`config.mk`:
```
export PLATFORM = sky130hd
export DESIGN_NAME = dmem_arbiter
export DESIGN_NICKNAME = d
export VERILOG_FILES = /design/src/rtl/dmem_arbiter.sv
export SDC_FILE = /design/constraint.sdc
export NUM_CORES = 1
export LEC_CHECK = 0
export BUFFER_PORTS_ARGS = -buffer_cell sky130_fd_sc_hd__buf_2
export CORE_MARGIN = 1.5
export CORE_UTILIZATION = 45
export CTS_CLUSTER_SIZE = 20
export DETAILED_ROUTE_END_ITERATION = 16
export GPL_TIMING_DRIVEN = 0
export HOLD_SLACK_MARGIN = 0.12
export MAX_ROUTING_LAYER = met4
export PLACE_DENSITY = 0.76
export RECOVER_POWER = 25
export SLEW_MARGIN = 20
export SYNTH_ARGS = -nofsm -noshare
export SYNTH_HDL_FRONTEND = slang
export SYNTH_SLANG_ARGS = --single-unit
export TNS_END_PERCENT = 100
```
`constraint.sdc`:
```
create_clock -name I_CLOCK -period 1.7 [get_ports I_CLOCK]
set_input_delay 0.17 -clock I_CLOCK [delete_from_list [all_inputs] [get_ports I_CLOCK]]
set_output_delay 0.17 -clock I_CLOCK [all_outputs]
set_load 0.01 [all_outputs]
```
`src/rtl/dmem_arbiter.sv`:
```
// dmem_arbiter: shares the single-port data memory between the pipeline memory stage and a
// debug/loader port, one access per cycle. Define STARVE_GUARD_EN to enable the debug starvation guard.
module dmem_arbiter #(
    parameter int AW           = 10,
    parameter int DW           = 16,
    parameter int STARVE_LIMIT = 4
) (
    input  logic          I_CLOCK,
    input  logic          I_LOCK,
    input  logic          I_PipeReq,
    input  logic          I_PipeWE,
    input  logic [AW-1:0] I_PipeAddr,
    input  logic [DW-1:0] I_PipeWData,
    output logic          O_PipeStall,
    output logic          O_PipeRValid,
    output logic [DW-1:0] O_PipeRData,
    input  logic          I_DbgReq,
    input  logic          I_DbgWE,
    input  logic [AW-1:0] I_DbgAddr,
    input  logic [DW-1:0] I_DbgWData,
    output logic          O_DbgGnt,
    output logic          O_DbgRValid,
    output logic [DW-1:0] O_DbgRData,
    output logic [AW-1:0] O_MemAddr,
    output logic          O_MemWE,
    output logic [DW-1:0] O_MemWData,
    input  logic [DW-1:0] I_MemRData
);

    typedef enum logic [1:0] {
        OWN_IDLE = 2'd0,
        OWN_PIPE = 2'd1,
        OWN_DBG  = 2'd2
    } owner_t;

    owner_t        owner_q, owner_d;
    logic [AW-1:0] mem_addr_q, mem_addr_d;
    logic          mem_we_q, mem_we_d;
    logic [DW-1:0] mem_wdata_q, mem_wdata_d;
    logic          dbg_gnt_q, dbg_gnt_d;
    logic          pipe_rvalid_q, pipe_rvalid_d;
    logic [DW-1:0] pipe_rdata_q, pipe_rdata_d;
    logic          dbg_rvalid_q, dbg_rvalid_d;
    logic [DW-1:0] dbg_rdata_q, dbg_rdata_d;

    logic force_dbg;
    logic pipe_win;
    logic dbg_win;
    logic rd_pending;

`ifdef STARVE_GUARD_EN
    logic [2:0] starve_q, starve_d;
    logic       starve_full;

    assign starve_full = (starve_q >= 3'(STARVE_LIMIT));

    // A loss is any edge where debug was requesting but the pipeline took the port.
    always_comb begin
        starve_d = starve_q;
        if (dbg_win) begin
            starve_d = '0;
        end else if (pipe_win && I_DbgReq && !starve_full) begin
            starve_d = starve_q + 3'd1;
        end
    end

    always_ff @(negedge I_CLOCK or negedge I_LOCK) begin
        if (!I_LOCK) begin
            starve_q <= '0;
        end else begin
            starve_q <= starve_d;
        end
    end

    assign force_dbg   = starve_full && I_DbgReq;
    assign O_PipeStall = force_dbg && I_PipeReq;
`else
    assign force_dbg   = 1'b0;
    assign O_PipeStall = 1'b0;
`endif

    // Debug may not win on the edge right after its own grant, so each debug access spans two cycles.
    always_comb begin
        pipe_win = I_PipeReq && !force_dbg;
        dbg_win  = !pipe_win && I_DbgReq && !dbg_gnt_q;
    end

    assign rd_pending = (owner_q != OWN_IDLE) && !mem_we_q;

    always_comb begin
        mem_addr_d  = mem_addr_q;
        mem_we_d    = 1'b0;
        mem_wdata_d = mem_wdata_q;
        owner_d     = OWN_IDLE;
        dbg_gnt_d   = dbg_win;
        if (pipe_win) begin
            mem_addr_d  = I_PipeAddr;
            mem_we_d    = I_PipeWE;
            mem_wdata_d = I_PipeWData;
            owner_d     = OWN_PIPE;
        end else if (dbg_win) begin
            mem_addr_d  = I_DbgAddr;
            mem_we_d    = I_DbgWE;
            mem_wdata_d = I_DbgWData;
            owner_d     = OWN_DBG;
        end

        // Read data arrives one edge after issue and is steered by the owner tag of that issue.
        pipe_rvalid_d = rd_pending && (owner_q == OWN_PIPE);
        dbg_rvalid_d  = rd_pending && (owner_q == OWN_DBG);
        pipe_rdata_d  = pipe_rvalid_d ? I_MemRData : pipe_rdata_q;
        dbg_rdata_d   = dbg_rvalid_d ? I_MemRData : dbg_rdata_q;
    end

    always_ff @(negedge I_CLOCK or negedge I_LOCK) begin
        if (!I_LOCK) begin
            owner_q       <= OWN_IDLE;
            mem_addr_q    <= '0;
            mem_we_q      <= 1'b0;
            mem_wdata_q   <= '0;
            dbg_gnt_q     <= 1'b0;
            pipe_rvalid_q <= 1'b0;
            pipe_rdata_q  <= '0;
            dbg_rvalid_q  <= 1'b0;
            dbg_rdata_q   <= '0;
        end else begin
            owner_q       <= owner_d;
            mem_addr_q    <= mem_addr_d;
            mem_we_q      <= mem_we_d;
            mem_wdata_q   <= mem_wdata_d;
            dbg_gnt_q     <= dbg_gnt_d;
            pipe_rvalid_q <= pipe_rvalid_d;
            pipe_rdata_q  <= pipe_rdata_d;
            dbg_rvalid_q  <= dbg_rvalid_d;
            dbg_rdata_q   <= dbg_rdata_d;
        end
    end

    assign O_MemAddr    = mem_addr_q;
    assign O_MemWE      = mem_we_q;
    assign O_MemWData   = mem_wdata_q;
    assign O_DbgGnt     = dbg_gnt_q;
    assign O_PipeRValid = pipe_rvalid_q;
    assign O_PipeRData  = pipe_rdata_q;
    assign O_DbgRValid  = dbg_rvalid_q;
    assign O_DbgRData   = dbg_rdata_q;

endmodule
```
==> Word level (Yosys, flattened, before mapping) <==
Index checks and enable logic that the tools add are counted.
{ "word_totals": {"in_bits": 74, "regBits": 64, "word_cells": 29, "out_inout_bits": 63} }
{ "op_classes": {"n_reduce_logical": 10, "eq_ne": 2, "mux": 8} }
{ "op_table": {"columns": ["cell", "n"], "rows": [
  ["2-to-1 mux 16 bit", 2],
  ["2-to-1 mux 10 bit", 2],
  ["logical AND 1 bit", 5],
  ["2-to-1 mux 2 bit", 2],
  ["nonzero test 2 bit", 2],
  ["zero test 1 bit", 3],
  ["equality test 2 x 1 -> 1 bit (second input constant)", 1],
  ["equality test 2 bit (second input constant)", 1],
  ["2-to-1 mux 1 bit", 2]
]} }

==> Logic depth before layout (Yosys ltp) <==
{ "depth": {"word_depth": 5, "depth_mapped": 5, "ltp_nobuf": 2} }

==> flow_results.org <==
** Cells and area
- The library cells used most frequently in the layout, excluding fill and tap cells, are 130 x sky130_fd_sc_hd__buf_2, 64 x sky130_fd_sc_hd__dfrtn_1, 46 x sky130_fd_sc_hd__buf_4, 26 x sky130_fd_sc_hd__inv_1, 26 x sky130_fd_sc_hd__nand2_1.
- Post-layout net count :: 491
- The layout has 458 filler cells.
- The area growth from synthesis to layout is 46.86%.
- Summed area of non-filler cells in the final layout :: 4329 µm²
- In the final layout, the share of cells above drive strength 1 is 58.06%.
- Diodes inserted :: 0
- Leaving out fill and tap cells, the most frequent cell in the layout is sky130_fd_sc_hd__buf_2.

** Pwr
- Leakage power :: 2.223 nW
- Switching portion of total power :: 27.08%
- Clock share of power :: 29.1%
- Dividing total power by cell area gives a power density of 1017 nW/µm².
- Peak supply drop :: 0.0007717 V
- Internal power comes to 3.210 mW.
- The design draws 4.403 mW.
- In this run the power spent charging and discharging nets is 1.192 mW.
- Share of power burned in combinational logic :: 27.4%
- Part of the power in registers :: 43.5%

** Global routing
- Number of global-route vias before repair :: 2476
- Global routing finished with a remaining overflow of 0.
- The number of antenna violations at the first check in global routing was 0.
- Overall global routing resource usage :: 22.08%
- Entering global routing, the biggest net connects 43 pins.
- The first global-routing pass estimated 11.95 mm of wire.

** Routing
- Wire length reported by the detailed router :: 7.478 mm
- Dividing the detail-routed wire length by the instance count gives 14.99 µm.
- Met3 Routed Length :: 508 µm
- Via/cell ratio :: 5.026
- Number of DRC violations after detailed-routing iteration 0 :: 56
- After detailed routing, the number of remaining DRC violations is 0.
- The count of nets left with antenna violations once routing finished came out at 0.
- For this block, wires on met1 add up to 3.227 mm.
- In this run the top signal layer used is met4.
- Across all layers, the routed design uses 2508 vias.
- Met2 Wirelength :: 3.680 mm
- Pre-Repair DR Iteration Count :: 4

** Timing
- Worst Clk Skew :: 0.008839 ns
- Final Setup Violations :: 78
- Tightest Pin Transition :: 0.5917 ns
- The count of endpoints failing hold in the final timing report came to 0.
- Pins Over Slew Limit :: 0
- RSZ-0062 raised after global routing :: true
- Setup slack on the critical path of the routed design comes to -0.2082 ns.
- Summed over all failing endpoints, the final setup total negative slack is -12.17 ns.
- Headroom to the max-slew limit :: 60.55%

** Placement
- Before CTS, the worst setup slack after placement is -0.4227 ns.
- Port Buffer Count :: 135
- Placed inst area :: 3779 µm²
- The wire-length estimate of the detail-placed layout is 4.942 mm.
- Routability-driven placement finished with a final weighted congestion of 0.7314.

** Synthesis
- Biggest area consumer among synthesized cells :: sky130_fd_sc_hd__dfrtn_1
- Summing the areas of all compound-gate instances in the mapped netlist gives 8.022% of the synthesized area.
- The synthesized netlist devotes 0% of its cell area to adder and majority cells.
- The synthesized netlist occupies a cell area of 2948 µm².
- Count of mapped cells out of synthesis :: 227
- Syn Nets :: 301
- Number of distinct library cell variants in the gate-level netlist after synthesis :: 18
- Sequential share of the synthesized area :: 54.33%
- Of the post-synthesis cell area, the part taken by muxes is 14.52%.
- Proportion of netlist area held by the largest area contributor :: 54.33%
- Counting flops and latches in the post-synthesis netlist gives 64.
- Main combinational cell family by area after synthesis :: simple AND/OR/NAND/NOR gates
- Average cell area after synthesis :: 12.99 µm²
- Fraction of synthesized cell area in xor and xnor cells :: 0%
- After synthesis, the cell types taking the most area are sky130_fd_sc_hd__dfrtn_1 54%, sky130_fd_sc_hd__mux2_4 9.2%, sky130_fd_sc_hd__nand4bb_1 7.6%.
- Count of warnings emitted by yosys :: 0
- Basic-gate share of the synthesized area counting and, or, nand and nor cells :: 15.37%

** Run status
- Violations in the final reports :: setup timing
- Status :: finished, violations left

** CTS
- Clock tree from TritonCTS :: done
- The H-tree generated during clock tree synthesis spans 3 levels.
- Clock Pin Slew Worst Setup and Hold Paths :: 0.05 ns
- TritonCTS buffer count :: 9
- Clock tree synthesis selected as its root buffer the cell sky130_fd_sc_hd__clkbuf_8.
- The clock passes through at most 2 buffers.
- Clock Sinks :: 64
- The clock reaches the later pin of the worst-skew pair after 0.31 ns.

** Worst setup path
- For this design, the slowest cell found on the critical path is sky130_fd_sc_hd__dfrtn_1.
- Kind of cell adding the most delay to the critical path :: flip-flops
- Counting both buffers and inverters, the worst setup path holds a total of 1.
- CP max stage delay :: 0.44 ns
- STA classifies the critical path endpoint as an output port.
- Required time at the endpoint of the critical path :: 1.53 ns
- Critical Path Start Type :: register
- Endpoint arrival time on the critical path :: 1.74 ns
- Critical path start-end classification :: register to output port
- In this run the worst path has a maximum fanout of 2.
- The critical path goes through buf_2.

** Floorplan
- Horizontal die dimension :: 83.94 µm
- For this configuration, the core starts out at a cell density of 46.42%.
- Total I/O pin count :: 137
- Die span in y :: 83.94 µm
- CORE AREA :: 6350 µm²
- The die covers 7045 µm².
- The floorplan has 29 rows.

** Hold path
- In this run the worst hold path is classified as register to register.

** Flow run
- Max-cap violations in this run came to 0.
[path summary, 6_finish.rpt]
check	slack, ns	cells after the start	startpoint	to
worst max-delay path	-0.21	1	O_DbgGnt$_DFF_NN0_	O_DbgGnt
worst min-delay path	0.45	1	O_DbgRData[2]$_DFFE_NN0P_	O_DbgRData[2]$_DFFE_NN0P_
worst max register to register	-0.14	5	O_MemWE$_DFF_NN0_	O_DbgRData[15]$_DFFE_NN0P_
worst min register to register	0.45	1	O_DbgRData[2]$_DFFE_NN0P_	O_DbgRData[2]$_DFFE_NN0P_
max in group asynchronous	0.31	2	I_LOCK	O_DbgGnt$_DFF_NN0_
min in group asynchronous	0.58	1	I_LOCK	O_DbgRData[2]$_DFFE_NN0P_
[synthesized netlist by cell type]
| cell type | count |
|---|---|
| sky130_fd_sc_hd__inv_1 | 26 |
| sky130_fd_sc_hd__or4bb_1 | 6 |
| sky130_fd_sc_hd__buf_12 | 2 |
| sky130_fd_sc_hd__dfrtn_1 | 64 |
| sky130_fd_sc_hd__nand2_1 | 26 |
| sky130_fd_sc_hd__mux2_4 | 18 |
| sky130_fd_sc_hd__nor3b_4 | 2 |
| sky130_fd_sc_hd__nor2b_1 | 4 |
| sky130_fd_sc_hd__buf_2 | 4 |
| sky130_fd_sc_hd__mux2_2 | 14 |
| sky130_fd_sc_hd__nand4bb_1 | 20 |
| sky130_fd_sc_hd__o311ai_1 | 2 |
| sky130_fd_sc_hd__a22o_1 | 1 |
| sky130_fd_sc_hd__buf_4 | 1 |
| sky130_fd_sc_hd__clkbuf_1 | 10 |
| sky130_fd_sc_hd__o311ai_0 | 24 |
| sky130_fd_sc_hd__conb_1 | 1 |
| sky130_fd_sc_hd__buf_6 | 2 |
[per-layer routing]
layer	track usage, %	vias to the layer above
li1	-	1191
met3	4.550	5
met1	28.42	1202
met5	-	-
met4	6.706	0
met2	35.41	110
[power groups by stage]
stage	combinational, mW	clock, mW	sequential (mW)
final	1.21	1.28	1.91
after global routing	1.30	1.38	1.94
after CTS	1.09	1.32	1.91
after detailed placement	0.961	0	1.93
after global placement	0.944	0	1.92
after floorplan	0.401	0	2.05
[registers in the layout, indices dropped and copies added (netlist names)]
register      cells
O_PipeRData      16
O_MemAddr        10
owner_q           2
O_DbgRData       16
O_DbgGnt          1
O_MemWData       16
O_PipeRValid      1
O_MemWE           1
O_DbgRValid       1
[what timing repair did]
item | 4_1_cts | 5_1_grt
buffers inserted | 22 | 22
pin swaps | 0 | 3
gates resized for setup | 6 | 15
endpoints found under the setup margin | 83 | 104
hold buffers | 0 | 0
[stage by stage]
stage,util (%),std cells,hold slack (ns)
after floorplan,-,227,0.5115
after global placement,59.15,439,0.4435
after detailed placement,59.51,440,0.4479
after CTS,65.54,478,0.4510
after global routing,68.18,499,0.4608
final,68.18,499,0.4495
[cells by family after synthesis]
family | Yosys count
buf+inv | 45
flops | 64
compound gates | 27
simple gates | 58
other cells | 1
mux | 32
[layout make-up]
type	instances	area, µm²	area share, %
Buffer	18	167.7	3.873
Inverter	26	97.59	2.254
Timing Repair Buffer	180	1049	24.22
Clock inverter	5	56.30	1.301
Sequential cell	64	1602	36.99
Tap cell	77	96.34	2.225
Multi-Input combinational cell	118	1120	25.87
Clock buffer	11	141.4	3.266
(Power assumes the default switching activity.)
